===== config.mk =====
export PLATFORM = sky130hd
export DESIGN_NAME = spi_slave_flat
export DESIGN_NICKNAME = d
export VERILOG_FILES = /design/src/rtl/spi_slave_pkg.sv /design/src/rtl/spi_slave_if.sv /design/src/rtl/spi_slave_sync_ff.sv /design/src/rtl/spi_slave.sv /design/src/flat_wrapper.sv
export SDC_FILE = /design/constraint.sdc
export NUM_CORES = 1
export LEC_CHECK = 0
export CORE_MARGIN = 2
export CORE_UTILIZATION = 35
export DETAILED_ROUTE_END_ITERATION = 7
export PLACE_DENSITY_LB_ADDON = 0.05
export SLEW_MARGIN = 20
export SYNTH_ARGS = -nofsm -noshare
export SYNTH_HDL_FRONTEND = slang
export SYNTH_SLANG_ARGS = --single-unit
export TNS_END_PERCENT = 10

===== constraint.sdc =====
create_clock -name clk_i -period 2.99 [get_ports clk_i]
set_input_delay 0.299 -clock clk_i [delete_from_list [all_inputs] [get_ports clk_i]]
set_output_delay 0.299 -clock clk_i [all_outputs]
set_load 0.05 [all_outputs]

===== src/rtl/spi_slave_pkg.sv =====
// Shared constants and command codes for the SPI byte front end and its decoder.
package spi_slave_pkg;
    localparam int SPI_BYTE_W      = 8;
    localparam int SYNC_STAGES_DEF = 2;

    typedef enum logic [SPI_BYTE_W-1:0] {
        CMD_CONF_WR = 8'h2a,
        CMD_INFO_RD = 8'h3a,
        CMD_DATA_RD = 8'h3b
    } spi_cmd_e;

    // The last bit of a byte is the one sampled while the counter reads 7.
    function automatic logic is_last_bit(input logic [2:0] cnt);
        return cnt == 3'd7;
    endfunction
endpackage


===== src/rtl/spi_slave_if.sv =====
// SPI pins plus the byte-level handshake towards the command decoder.
interface spi_slave_if;
    import spi_slave_pkg::*;

    logic                  spi_sclk_i;
    logic                  spi_mosi_i;
    logic                  spi_cs_n_i;
    logic                  spi_dc_i;
    logic [SPI_BYTE_W-1:0] tx_data_i;
    logic                  spi_byte_vld_o;
    logic [SPI_BYTE_W-1:0] spi_byte_data_o;
    logic                  dc_o;
    logic                  tx_load_o;
    logic                  spi_miso_o;

    modport slave (
        input  spi_sclk_i, spi_mosi_i, spi_cs_n_i, spi_dc_i, tx_data_i,
        output spi_byte_vld_o, spi_byte_data_o, dc_o, tx_load_o, spi_miso_o
    );

    modport master (
        output spi_sclk_i, spi_mosi_i, spi_cs_n_i, spi_dc_i, tx_data_i,
        input  spi_byte_vld_o, spi_byte_data_o, dc_o, tx_load_o, spi_miso_o
    );
endinterface


===== src/rtl/spi_slave_sync_ff.sv =====
// N-stage flip-flop synchronizer for one asynchronous pin, with selectable reset level.
module sync_ff #(
    parameter int   STAGES  = 2,
    parameter logic RST_VAL = 1'b0
) (
    input  logic clk_i,
    input  logic rst_n_i,
    input  logic d,
    output logic q
);
    logic [STAGES-1:0] chain_reg;

    always_ff @(posedge clk_i or negedge rst_n_i) begin
        if (!rst_n_i) begin
            chain_reg <= {STAGES{RST_VAL}};
        end else begin
            chain_reg <= {chain_reg[STAGES-2:0], d};
        end
    end

    assign q = chain_reg[STAGES-1];
endmodule


===== src/rtl/spi_slave.sv =====
// SPI mode 0 slave: synchronizes the pins into clk_i, deserialises MOSI bytes
// into one-cycle pulses and shifts a register-read byte out on MISO.
module spi_slave
    import spi_slave_pkg::*;
#(
    parameter int SYNC_STAGES = SYNC_STAGES_DEF
) (
    input  logic        clk_i,
    input  logic        rst_n_i,
    spi_slave_if.slave  bus
);
    localparam int PIN_SCLK = 0;
    localparam int PIN_MOSI = 1;
    localparam int PIN_CS_N = 2;
    localparam int PIN_DC   = 3;

    logic [3:0] pin_raw;
    logic [3:0] pin_sync;

    assign pin_raw = {bus.spi_dc_i, bus.spi_cs_n_i, bus.spi_mosi_i, bus.spi_sclk_i};

    // Equal depth on every pin keeps MOSI/DC aligned with the synced SCLK.
    generate
        for (genvar gi = 0; gi < 4; gi++) begin : g_sync
            sync_ff #(
                .STAGES  (SYNC_STAGES),
                .RST_VAL (gi == PIN_CS_N)
            ) u_sync (
                .clk_i   (clk_i),
                .rst_n_i (rst_n_i),
                .d       (pin_raw[gi]),
                .q       (pin_sync[gi])
            );
        end
    endgenerate

    logic sclk_s, mosi_s, cs_n_s, dc_s;
    assign sclk_s = pin_sync[PIN_SCLK];
    assign mosi_s = pin_sync[PIN_MOSI];
    assign cs_n_s = pin_sync[PIN_CS_N];
    assign dc_s   = pin_sync[PIN_DC];

    logic                  sclk_prev_reg;
    logic                  cs_n_prev_reg;
    logic [2:0]            bit_cnt_reg,    bit_cnt_next;
    logic [SPI_BYTE_W-1:0] rx_shift_reg,   rx_shift_next;
    logic [SPI_BYTE_W-1:0] tx_shift_reg,   tx_shift_next;
    logic                  byte_done_reg,  byte_done_next;
    logic                  dc_cap_reg,     dc_cap_next;
    logic                  byte_vld_reg,   byte_vld_next;
    logic [SPI_BYTE_W-1:0] byte_data_reg,  byte_data_next;
    logic                  dc_reg,         dc_next;
    logic                  tx_load_reg,    tx_load_next;
    logic                  miso_reg,       miso_next;

    logic cs_act, rise, fall, cs_fall;
    assign cs_act  = ~cs_n_s;
    assign rise    = cs_act &  sclk_s & ~sclk_prev_reg;
    assign fall    = cs_act & ~sclk_s &  sclk_prev_reg;
    assign cs_fall = cs_n_prev_reg & ~cs_n_s;

    always_comb begin
        bit_cnt_next   = bit_cnt_reg;
        rx_shift_next  = rx_shift_reg;
        tx_shift_next  = tx_shift_reg;
        byte_done_next = 1'b0;
        dc_cap_next    = dc_cap_reg;
        byte_vld_next  = byte_done_reg;
        byte_data_next = byte_data_reg;
        dc_next        = dc_reg;
        tx_load_next   = 1'b0;
        miso_next      = cs_act & tx_shift_reg[SPI_BYTE_W-1];

        // Publish the completed byte one cycle after its last rising edge.
        if (byte_done_reg) begin
            byte_data_next = rx_shift_reg;
            dc_next        = dc_cap_reg;
        end

        if (!cs_act) begin
            bit_cnt_next  = 3'd0;
            rx_shift_next = '0;
        end else if (rise) begin
            rx_shift_next = {rx_shift_reg[SPI_BYTE_W-2:0], mosi_s};
            bit_cnt_next  = bit_cnt_reg + 3'd1;
            if (is_last_bit(bit_cnt_reg)) begin
                byte_done_next = 1'b1;
                dc_cap_next    = dc_s;
            end
        end

        if (cs_fall) begin
            tx_shift_next = bus.tx_data_i;
            tx_load_next  = 1'b1;
        end else if (fall) begin
            if (bit_cnt_reg == 3'd0) begin
                tx_shift_next = bus.tx_data_i;
                tx_load_next  = 1'b1;
            end else begin
                tx_shift_next = {tx_shift_reg[SPI_BYTE_W-2:0], 1'b0};
            end
        end
    end

    always_ff @(posedge clk_i or negedge rst_n_i) begin
        if (!rst_n_i) begin
            sclk_prev_reg <= 1'b0;
            cs_n_prev_reg <= 1'b1;
            bit_cnt_reg   <= 3'd0;
            rx_shift_reg  <= '0;
            tx_shift_reg  <= '0;
            byte_done_reg <= 1'b0;
            dc_cap_reg    <= 1'b0;
            byte_vld_reg  <= 1'b0;
            byte_data_reg <= '0;
            dc_reg        <= 1'b0;
            tx_load_reg   <= 1'b0;
            miso_reg      <= 1'b0;
        end else begin
            sclk_prev_reg <= sclk_s;
            cs_n_prev_reg <= cs_n_s;
            bit_cnt_reg   <= bit_cnt_next;
            rx_shift_reg  <= rx_shift_next;
            tx_shift_reg  <= tx_shift_next;
            byte_done_reg <= byte_done_next;
            dc_cap_reg    <= dc_cap_next;
            byte_vld_reg  <= byte_vld_next;
            byte_data_reg <= byte_data_next;
            dc_reg        <= dc_next;
            tx_load_reg   <= tx_load_next;
            miso_reg      <= miso_next;
        end
    end

    assign bus.spi_byte_vld_o  = byte_vld_reg;
    assign bus.spi_byte_data_o = byte_data_reg;
    assign bus.dc_o            = dc_reg;
    assign bus.tx_load_o       = tx_load_reg;
    assign bus.spi_miso_o      = miso_reg;
endmodule


===== src/flat_wrapper.sv =====
// flat-port wrapper written by rule: the top's interface ports become plain ports
module spi_slave_flat import spi_slave_pkg::*;
#(
    parameter int SYNC_STAGES = SYNC_STAGES_DEF
)
  (clk_i, rst_n_i, bus_spi_sclk_i, bus_spi_mosi_i, bus_spi_cs_n_i, bus_spi_dc_i, bus_tx_data_i, bus_spi_byte_vld_o, bus_spi_byte_data_o, bus_dc_o, bus_tx_load_o, bus_spi_miso_o);
  spi_slave_if bus_i ();
  input  logic clk_i;
  input  logic rst_n_i;
  input wire logic [$bits(bus_i.spi_sclk_i)-1:0] bus_spi_sclk_i;
  input wire logic [$bits(bus_i.spi_mosi_i)-1:0] bus_spi_mosi_i;
  input wire logic [$bits(bus_i.spi_cs_n_i)-1:0] bus_spi_cs_n_i;
  input wire logic [$bits(bus_i.spi_dc_i)-1:0] bus_spi_dc_i;
  input wire logic [$bits(bus_i.tx_data_i)-1:0] bus_tx_data_i;
  output wire logic [$bits(bus_i.spi_byte_vld_o)-1:0] bus_spi_byte_vld_o;
  output wire logic [$bits(bus_i.spi_byte_data_o)-1:0] bus_spi_byte_data_o;
  output wire logic [$bits(bus_i.dc_o)-1:0] bus_dc_o;
  output wire logic [$bits(bus_i.tx_load_o)-1:0] bus_tx_load_o;
  output wire logic [$bits(bus_i.spi_miso_o)-1:0] bus_spi_miso_o;
  assign bus_i.spi_sclk_i = bus_spi_sclk_i;
  assign bus_i.spi_mosi_i = bus_spi_mosi_i;
  assign bus_i.spi_cs_n_i = bus_spi_cs_n_i;
  assign bus_i.spi_dc_i = bus_spi_dc_i;
  assign bus_i.tx_data_i = bus_tx_data_i;
  assign bus_spi_byte_vld_o = bus_i.spi_byte_vld_o;
  assign bus_spi_byte_data_o = bus_i.spi_byte_data_o;
  assign bus_dc_o = bus_i.dc_o;
  assign bus_tx_load_o = bus_i.tx_load_o;
  assign bus_spi_miso_o = bus_i.spi_miso_o;
  spi_slave #(.SYNC_STAGES(SYNC_STAGES)) u_core (.clk_i(clk_i), .rst_n_i(rst_n_i), .bus(bus_i));
endmodule

* Yosys cells after proc, flatten, opt, wreduce, memory -nomap -nowiden *
Cells that the tools add are included.

cells by class
  $add $sub $neg = 1
  equality and inequality tests = 1
  muxes and demuxes = 13
  bitwise operators = 9
  reductions and logical operators = 4

operators by type and width
  operator                                      count
  2-to-1 mux 8 bit                              5
  bitwise AND 1 bit                             6
  2-to-1 mux 1 bit                              6
  2-to-1 mux 3 bit                              2
  nonzero test 2 bit                            2
  adder 3 x 1 -> 3 bit (second input constant)  1
  == test 3 bit (second input constant)         1
  zero test 3 bit                               1
  inverter 1 bit                                3
  AND reduction 3 bit                           1

word-level totals
  register bits = 43
  input port bits = 14
  output and inout bits = 12
  word-level logic and storage cells = 44

* Longest topological paths before layout *
  word-level depth = 5
  depth in mapped cells = 6
  depth with buffers taken out = 6

* By module *
From an unflattened synthesis, not the netlist that was laid out.

second synthesis, totals
  cell total of the unflattened synthesis = 129
  area, all modules = 1622.8 um^2

modules (own cells, without submodules)
  module                                  times used  cells each  area an instance (um^2)  sequential area each (um^2)
  spi_slave                               1           121         1420.1                   877.1
  sync_ff at u_core.g_sync[0].u_sync ...  3           2           50.0                     50.0
  sync_ff at u_core.g_sync[2].u_sync      1           2           52.6                     52.6

* Worst setup path after synthesis *
OpenSTA, ideal clock, no wires.

  path kind = register to register
  start point = reg u_core.bit_cnt_reg[0]
  end point = reg u_core.tx_shift_reg[1]
  library setup time = 123 ps
  arrival time = 1208 ps
  data required time = 2867 ps
  path slack = 1659 ps
  stages on the path, launching flop included = 7
  buffers on the path = 0
  clock period less this slack = 1331 ps
  cells stage by stage = dfrtp_1 > inv_1 > ha_1 > inv_1 > o22ai_4 > mux2i_1 > o21ai_1

on the way
  word-level cells in the longest chain between the ends = 4

ends and longest elaborated chain
  item                    RTL line          source
  start, declared         spi_slave.sv:45   logic [2:0] bit_cnt_reg, bit_cnt_next;
  start signal, assigned  spi_slave.sv:122  bit_cnt_reg <= bit_cnt_next;
  zero test 3 bit         spi_slave.sv:96   if (bit_cnt_reg == 3'd0) begin
  2-to-1 mux 8 bit        spi_slave.sv:96
  2-to-1 mux 8 bit        spi_slave.sv:95   end else if (fall) begin
  2-to-1 mux 8 bit        spi_slave.sv:92   if (cs_fall) begin
  end signal, assigned    spi_slave.sv:124  tx_shift_reg <= tx_shift_next;
  end, declared           spi_slave.sv:47   logic [SPI_BYTE_W-1:0] tx_shift_reg, tx_shift_next;

No other way between the ends. The select of a mux whose other input is x is not followed.
A chain may end at the register's enable or synchronous reset.

* Worst setup path after layout *
  start point = reg u_core.byte_data_reg[5] (netlist: u_core.bus.spi_byte_data_o[5])
  end point = out bus_spi_byte_data_o[5]

RTL lines
  item                    RTL line            source
  start, declared         spi_slave.sv:51     logic [SPI_BYTE_W-1:0] byte_data_reg, byte_data_next;
  start signal, assigned  spi_slave.sv:128    byte_data_reg <= byte_data_next;
  end, declared           flat_wrapper.sv:16  output wire logic [$bits(bus_i.spi_byte_data_o)-1:0] bus_spi_byte_data_o;

No word-level cell between the ends.

==> metrics.txt <==
outcome=finished clean; utilization after layout=0.452; Peak Freq=0.573 GHz; worst path cell trace=clkdlybuf4s50_1; Clock power frac=0.333; WP buf/inv=1; Max-Cap Viols=0; TritonCTS clock tree=built; fin. max-slew vios=0; Int Power=836 uW; CP endpoint kind=primary output; Clock Tree Root=clkbuf_8; Seq/Total Area, Yosys=0.664; Initial Utilization=0.368; GRT Util Overall=0.118; P&R area growth vs syn=22.9%; Skew-Pair Late Insertion Delay=0.29 ns; remaining antenna violation count=0; Final min period=1.74 ns; CTS resizes=0; DRC=0; Post-layout nets=173; Mapped Cells=129; drt pass-1 iters=4; Post-Route WL=2590 um; syn nets=146; CP max-delay cell=clkdlybuf4s50_1; Clock Skews=0.00797 ns; setup TNS=0 ns; core area=4410 um2; Reg clk slew, reported paths=0.08 ns; Worst Setup Start Kind=register; peak supply drop=282 uV; Logic pwr share=0.087; first-pass GRT wire length=4620 um; Rel. slew slack=0.371; Distinct cells, synth=20; PortBufs=25; Max stage delay on crit path=0.80 ns; most common cell after layout, fill and taps aside=dfrtp_1; die area=5200 um2; slack of the critical path=1.25 ns; GP Congestion=0.703; Hold/Removal Path Class=input port to asynchronous set/reset pin; most frequent cells in the layout=40 x dfrtp_1, 29 x nand2_1, 24 x clkdlybuf4s50_1; WS Path Type=register to primary output; pre-CTS WS=1.50 ns; Lkg Pwr=0.000936 uW; row cnt=24; I/O pin count=26; clk buf depth=2; antenna fix cells=0; Hold Vio Cnt, Final=0; pin count of the biggest net entering global routing=44; routed len/inst=12.4 um; RSZ-0062 raised after global routing=no; Final period util=0.583; CTS buffer count=5; CTS sink cnt=43; DR vias=972; Max FO, Critical Path=2; WP data arrival=1.44 ns; H-tree depth=2; # Post-CTS Setup Buffers=0; hpwl dp=1720 um; Mapped Avg Cell Area=12.6 um2; GRT overflow=0; initial drt markers=41; sw power=248 uW; Net Sw Frac=0.229; delay-heaviest family, CP=buffers and inverters; Hold Buf Count CTS=0; number of global-route vias before repair=975; height of the chip=72.1 um; setup violators final=0; mapped cell area=1630 um2; Via density=4.67; Seq cells post-synth=43; yosys warns=0; initial antenna violation count=0; Seq pwr share=0.581; fill count=421; Power Density=543 nW/um2; worst path required time=2.69 ns; share of layout cells above drive strength 1=0.147; Worst Tran Pin Value=0.943 ns; Die Wd=72.1 um
==> Yosys cell counts (all sizes together) <==
library cell   n  share of area
nor2           1         0.0023
o22ai          1          0.012
xnor2          1         0.0054
buf            4          0.014
a21oi         10          0.031
nor2b          3          0.012
clkbuf         1         0.0023
o21ai          8          0.025
ha             3          0.023
nor3b          1         0.0077
mux2i          7          0.043
inv            4         0.0092
a21o           1         0.0054
dfstp          3          0.049
nand2b         2         0.0077
mux2          10          0.069
dfrtp         40           0.62
nand2         29          0.067
==> final timing paths <==
| path | startpoint | end | slack (ns) | depth (start not counted) |
|---|---|---|---|---|
| setup / recovery | u_core.bus.spi_byte_data_o[5]$_DFFE_PN0P_ | bus_spi_byte_data_o[5] | 1.25 | 1 |
| hold / removal | rst_n_i | u_core.rx_shift_reg[6]$_DFFE_PN0P_ | 0.16 | 1 |
| setup reg to reg | u_core.sclk_prev_reg$_DFF_PN0_ | u_core.dc_cap_reg$_DFFE_PN0P_ | 1.52 | 3 |
| hold reg to reg | u_core.g_sync[3].u_sync.chain_reg[0]$_DFF_PN0_ | u_core.g_sync[3].u_sync.chain_reg[1]$_DFF_PN0_ | 0.36 | 0 |
| max in group asynchronous | rst_n_i | u_core.tx_shift_reg[0]$_DFFE_PN0P_ | 2.25 | 1 |
| min in group clk_i | u_core.g_sync[3].u_sync.chain_reg[0]$_DFF_PN0_ | u_core.g_sync[3].u_sync.chain_reg[1]$_DFF_PN0_ | 0.36 | 0 |
==> per-stage QoR <==
step                      hold WS, ns  std cells  power, uW  instance area (um2)
final                           0.157        208       1080                 2000
after CTS                       0.182        208       1110                 2000
after floorplan               0.00341        129        695                 1630
after detailed placement        0.343        201        739                 1910
after global placement          0.335        201        736                 1910
after global routing            0.233        208       1140                 2000
==> per-layer routing <==
layer,up-vias,share of wire,global-route usage
met5,-,0,0
met4,0,0.010,0.0629
met1,478,0.46,0.144
met3,2,0.044,0.0333
li1,472,-,-
met2,20,0.49,0.190
==> power groups by stage <==
| stage | combinational [uW] | clock, uW | sequential [uW] |
|---|---|---|---|
| 2_1_floorplan | 50.4 | 0 | 645 |
| 3_3_place_gp | 95.0 | 0 | 641 |
| 3_5_place_dp | 97.1 | 0 | 642 |
| 4_1_cts | 97.4 | 378 | 630 |
| 5_1_grt | 107 | 400 | 635 |
| 6_report | 94.1 | 361 | 630 |
==> cell type report <==
class | instances | area [um2] | area share
well taps | 52 | 65.1 | 0.0326
clock buffers | 6 | 82.6 | 0.0414
multi-input cells | 77 | 504 | 0.253
clock inverters | 1 | 5.00 | 0.00251
flip-flops and latches | 43 | 1080 | 0.541
inverters | 4 | 15.0 | 0.00752
repair buffers | 25 | 245 | 0.123
==> cells by family after synthesis <==
kind of cell,Yosys count,synth area share
flops,43,0.664
compound gates,20,0.0731
simple gates,36,0.0962
xor+xnor,1,0.00539
buf+inv,9,0.0254
mux,17,0.112
fa+ha+maj,3,0.0231
Note: power is estimated with default switching activity, not from simulation.
==> variant 1 (same settings) <==
Take the reset off `byte_data_reg` and load it in a clocked block of its own.
--- a/src/rtl/spi_slave.sv
+++ b/src/rtl/spi_slave.sv
@@ -114,3 +114,2 @@
             byte_vld_reg  <= 1'b0;
-            byte_data_reg <= '0;
             dc_reg        <= 1'b0;
@@ -127,3 +126,2 @@
             byte_vld_reg  <= byte_vld_next;
-            byte_data_reg <= byte_data_next;
             dc_reg        <= dc_next;
@@ -132,2 +130,6 @@
         end
+    end
+
+    always_ff @(posedge clk_i) begin
+        byte_data_reg <= byte_data_next;
     end
Check against the original RTL: no difference found for any inputs over 10 cycles, from zero or initial values and one cycle with rst_n_i low; that may be too few to reach the edited logic, so the function may still have changed.
==> variant 1 against the unedited design <==
Non-clock buffer count up 1; sequential cell count stayed put; synthesized cell count shrank 7.0%; area after synthesis down 3.4%; sequential power increased by 2%; power grew 4.1%; cell area decreased by 1.1%; wire length decreased by 14%; register-to-register slack is essentially flat; critical path depth did not move; worst setup slack better by 0.012 ns; clock skew fell by 0.0058 ns; critical path type unchanged; largest power group unchanged.
==> variant 1: results (changes against the unedited design) <==
{| class="wikitable"
! Metric !! Value
|-
| Status || complete, no violations
|-
| Clock skew after layout || 0.00214 ns (-0.00583 ns)
|-
| Via count of the first global-routing pass || 884 (-9.3%)
|-
| Number of distinct standard cells referenced by the synthesized netlist || 21 (+5.0%)
|-
| Slew HR || 50.6% (+13 points)
|-
| GPL Wtd Cong || 0.733 (+4.4%)
|-
| Number of synthesis warnings || 0 (unchanged)
|-
| Tightest Hold Check Type || flip-flop to flip-flop
|-
| Routed wirelength normalized by instance count || 11.0 um (-11%)
|-
| Overall track demand over capacity in global routing || 10.5% (-1.3 points)
|-
| Biggest area contributors in the synthesized netlist || sky130_fd_sc_hd__dfrtp_1, sky130_fd_sc_hd__edfxtp_1, sky130_fd_sc_hd__nand2_1
|-
| Clock transition at path regs || 0.08 ns (about the same)
|-
| Number of clock buffers inserted by TritonCTS || 5 (unchanged)
|-
| Port buffer count || 25 (unchanged)
|-
| Detailed placement HPWL || 1.54 mm (-10%)
|-
| Routed met3 length || 98 um (-14%)
|-
| Via-per-instance ratio || 4.51 (-3.4%)
|-
| Share of synthesized registers carrying an async set or reset || 81.4% (-19 points)
|-
| Worst skew pair latency || 0.28 ns
|-
| Highest metal used || met4
|-
| # hold bufs at CTS || 0 (unchanged)
|-
| Share of the synthesized area in the top cell type || 51.0% (-11 points)
|-
| PostCTS Resize Cnt || 0 (unchanged)
|-
| Share of the yosys chip area belonging to registers || 71.3% (+4.9 points)
|-
| Antenna violations before repair || 0 (unchanged)
|-
| Met1 Wirelength || 991 um (-16%)
|-
| Ranking of synthesized cells by instance count || sky130_fd_sc_hd__dfrtp_1, sky130_fd_sc_hd__nand2_1, sky130_fd_sc_hd__a21oi_1
|-
| Predominant post-synthesis flop cell || sky130_fd_sc_hd__dfrtp_1
|-
| Data required time at the worst endpoint || 2.69 ns (about the same)
|-
| Wire length of the first global-routing pass || 4.17 mm (-9.9%)
|-
| Dpl ws || 1.51 ns (+0.00454 ns)
|-
| CTS Root Buffer Type || sky130_fd_sc_hd__clkbuf_8
|-
| Number of buffers between clock root and the deepest sink || 2 (unchanged)
|-
| Total Nets Final || 166 (-4.0%)
|-
| Share of cells above drive strength 1 || 10.7% (-4.1 points)
|-
| Post-synthesis net count || 137 (-6.2%)
|-
| Max rail drop VDD || 229 uV (-19%)
|-
| Pin count of the biggest net entering global routing || 36 (-18%)
|-
| Critical path fanouts, max || 2 (unchanged)
|-
| Cell with the largest stage delay on the worst path || sky130_fd_sc_hd__clkdlybuf4s50_1
|-
| Worst stage delay on the critical path || 0.80 ns (about the same)
|-
| Buffers inserted by post-CTS timing repair || 0 (unchanged)
|-
| Diodes inserted || 0 (unchanged)
|-
| Leakage Power || 0.870 nW (-7.0%)
|-
| First-pass iteration count of the detailed router || 4 (unchanged)
|-
| Kind of cell adding the most delay to the critical path || buffers and inverters
|-
| First-iteration detailed-routing DRC count || 40 (-2.4%)
|-
| CTS H-Tree Depth || 2 (unchanged)
|-
| Routed wl met2 || 1.11 mm (-13%)
|-
| Number of enable flip-flop cells after synthesis || 8 (+8)
|}
-- variant 1: changes by cell type after synthesis, sizes merged --
cell / before / now
dfrtp: 40 / 32
buf: 4 / 3
mux2: 10 / 2
edfxtp: 0 / 8
-- variant 1: worst reg2reg max path, cell delays in order, from the launching register on --
cell and delay [ns]:
sky130_fd_sc_hd__dfrtp_1 0.40, sky130_fd_sc_hd__nand2b_1 0.34, sky130_fd_sc_hd__nor3b_2 0.29, sky130_fd_sc_hd__mux2_1 0.33
-- variant 1: worst paths after layout --
kind / startpoint / to / slack [ns] / depth (start not counted)
worst max-delay path: u_core.bus.dc_o / bus_dc_o / 1.26 / 1
worst min-delay path: u_core.g_sync[1].u_sync.chain_reg[0] / u_core.g_sync[1].u_sync.chain_reg[1] / 0.35 / 0
worst max register to register: u_core.sclk_prev_reg / u_core.dc_cap_reg / 1.52 / 3
worst min register to register: u_core.g_sync[1].u_sync.chain_reg[0] / u_core.g_sync[1].u_sync.chain_reg[1] / 0.35 / 0
max in group asynchronous: rst_n_i / u_core.cs_n_prev_reg / 2.24 / 2
min in group asynchronous: rst_n_i / u_core.g_sync[3].u_sync.chain_reg[0] / 0.42 / 2
-- variant 1: per-stage QoR --
stage          instances  total power, mW  area [um^2]
2_1_floorplan        120            0.709         1570
3_3_place_gp         194            0.747         1870
3_5_place_dp         194            0.751         1870
4_1_cts              202             1.15         1980
5_1_grt              202             1.19         1980
6_report             202             1.13         1980
-- variant 1: logic make-up after synthesis --
group | Yosys count | synth area share [%]
compound gates | 20 | 7.57
fa+ha+maj | 3 | 2.39
mux | 9 | 5.90
buf+inv | 8 | 2.31
xor+xnor | 1 | 0.558
flops | 43 | 71.3
simple gates | 36 | 9.96
-- variant 1: power breakdown --
| group | internal (mW) | switching (mW) | total (mW) |
|---|---|---|---|
| clock | 0.210 | 0.184 | 0.394 |
| sequential | 0.626 | 0.0168 | 0.643 |
| combinational | 0.0442 | 0.0487 | 0.0929 |
-- variant 1: final cells by class --
type | count | area [um^2]
fillers | 407 | 2350
clock buffers | 7 | 96.3
well taps | 52 | 65.1
clock inverters | 1 | 7.51
flip-flops and latches | 43 | 1120
repair buffers | 26 | 258
inverters | 4 | 15.0
multi-input cells | 69 | 414
-- variant 1: layer usage --
layer	GRT usage (%)	up-vias
li1	-	456
met3	3.85	4
met4	3.14	0
met2	17.3	22
met5	0	-
met1	13.0	430
==> variant 2 (config.mk and constraints unchanged) <==
Without the edit above. Reset style: synchronous (`rst_n_i`), changed in 2 clocked blocks. Comments in the files are not updated.
--- a/src/rtl/spi_slave_sync_ff.sv
+++ b/src/rtl/spi_slave_sync_ff.sv
@@ -12,3 +12,3 @@
 
-    always_ff @(posedge clk_i or negedge rst_n_i) begin
+    always_ff @(posedge clk_i) begin
         if (!rst_n_i) begin
--- a/src/rtl/spi_slave.sv
+++ b/src/rtl/spi_slave.sv
@@ -104,3 +104,3 @@
 
-    always_ff @(posedge clk_i or negedge rst_n_i) begin
+    always_ff @(posedge clk_i) begin
         if (!rst_n_i) begin
Behaviour: differs if rst_n_i is asserted again (counterexample within 4 cycles, from zero or initial values and one cycle with rst_n_i low); with rst_n_i held inactive, the same outputs for 10 cycles.
==> variant 2 against the unedited design <==
Hold slack improved by 0.25 ns; global-route usage decreased by 0.45 points; cell area decreased by 3.7%; highest routed layer unchanged; wire length increased by 0.31%; area after synthesis decreased by 3.5%; via count increased by 4.1%; clock skew decreased by 0.0053 ns; sequential cell count unchanged; worst setup slack improved by 0.015 ns.
Power is not compared: it rests on default switching activity, and its combinational part moved more than twofold at a synthesized area within 25%.
==> variant 2: results (changes against the unedited design) <==
{| class="wikitable"
! Metric !! Value
|-
| Crit path DAT || between 1 and 1.5 ns
|-
| Met3 track demand over resource in global routing || 4.99% (+1.7 points)
|-
| GR Util met2 || 16.5% (-2.4 points)
|-
| Highest metal used || met4
|-
| First-iteration detailed-routing DRC count || 31 (-24%)
|-
| Ranking of synthesized cells by instance count || sky130_fd_sc_hd__dfxtp_1, sky130_fd_sc_hd__mux2i_1, sky130_fd_sc_hd__nor2_1
|-
| Clock skew after layout || 0.00263 ns (-0.00534 ns)
|-
| Biggest area contributors in the synthesized netlist || sky130_fd_sc_hd__dfxtp_1, sky130_fd_sc_hd__mux2i_1, sky130_fd_sc_hd__nor2b_1
|-
| Startpoint of the lowest-slack register-to-register path || u_core.g_sync[2].u_sync.chain_reg[1]
|-
| Critical path endpoint || bus_spi_byte_data_o[2]
|-
| Status || complete, no violations
|-
| Share of cells above drive strength 1 || 5.29% (-9.4 points)
|-
| Tightest Hold Check Type || flip-flop to flip-flop
|-
| Share of the yosys chip area belonging to registers || 54.9% (-12 points)
|-
| Overall track demand over capacity in global routing || 11.3% (-0.45 points)
|-
| Routed wl met2 || 1.14 mm (-10%)
|-
| Fillcell total || 433 (+2.9%)
|-
| Met1 demand-to-capacity share in global routing || 14.3% (-0.078 points)
|-
| Total Nets Final || 188 (+8.7%)
|-
| GPL Wtd Cong || 0.740 (+5.3%)
|-
| Reg2Reg Capture Point || u_core.rx_shift_reg[2]
|-
| Worst slack on hold paths || 0.408 ns (+0.251 ns)
|-
| Critical path endpoint category || output port
|-
| DR vias || 1012 (+4.1%)
|-
| Via count of the first global-routing pass || 905 (-7.2%)
|-
| Worst stage delay on the critical path || 0.81 ns
|-
| Routed met3 length || 124 um (+8.8%)
|-
| Pin count of the biggest net entering global routing || 18 (-59%)
|-
| Detailed placement HPWL || 1.77 mm (+3.2%)
|-
| Setup slack of the worst register-to-register path || 1.47 ns (-0.05 ns)
|-
| Share of synthesized registers carrying an async set or reset || 0% (-100 points)
|-
| Tightest Pin Transition || 0.805 ns (-0.138 ns)
|-
| Drt total wl || 2.60 mm (+0.31%)
|-
| Number of distinct standard cells referenced by the synthesized netlist || 23 (+15%)
|-
| Worst skew pair latency || 0.29 ns (about the same)
|-
| Number of buffers between clock root and the deepest sink || 2 (unchanged)
|-
| Port buffer count || 25 (unchanged)
|-
| Post-synthesis net count || 162 (+11%)
|-
| Launch point of the critical path || u_core.bus.spi_byte_data_o[2]
|-
| Met1 Wirelength || 1.30 mm (+9.7%)
|-
| Wire length of the first global-routing pass || 4.32 mm (-6.6%)
|}
variant 2: changes by cell type after synthesis, sizes merged, moves of 3 or more:
cell / before / now
dfstp: 3 / 0
nand2: 29 / 2
mux2: 10 / 0
dfrtp: 40 / 0
dfxtp: 0 / 43
and2: 0 / 8
nand2b: 2 / 5
nor2: 1 / 14
nor2b: 3 / 9
mux2i: 7 / 25
variant 2: power by group:
part	leakage, nW	switching [mW]	internal, mW
clock	0.0371	0.177	0.156
combinational	0.328	0.0181	0.0278
sequential	0.349	0.00525	0.584
total	0.714	0.201	0.767
variant 2: stage by stage:
step | setup WS [ns] | power (mW) | utilization [%] | instance area [um^2] | instances
5_1_grt | 1.19 | 1.02 | 44.5 | 1920 | 222
3_5_place_dp | 1.21 | 0.649 | 42.8 | 1850 | 216
6_report | 1.26 | 0.968 | 44.5 | 1920 | 222
2_1_floorplan | 1.76 | 0.626 | - | 1570 | 145
3_3_place_gp | 1.29 | 0.648 | 42.8 | 1850 | 216
4_1_cts | 1.24 | 0.990 | 44.5 | 1920 | 222
variant 2: cell type report:
cell class | instances | area share, %
clock buffer | 6 | 3.77
inverter | 5 | 0.976
multi-input combinational | 90 | 33.7
sequential | 43 | 44.8
tap | 52 | 3.38
timing repair buffer | 26 | 13.4
variant 2: kinds of logic (layout without fill, tap and decap cells):
kind of cell,count (synthesis),count (layout),synth area share (%)
flip-flops,43,43,54.9
multiplexers,25,25,16.0
AND/OR/NAND/NOR,42,42,14.8
buffers and inverters,12,37,3.75
adder cells (fa/ha/maj),3,3,2.39
XOR/XNOR,1,1,0.559
AO/OA/AOI/OAI,19,19,7.58
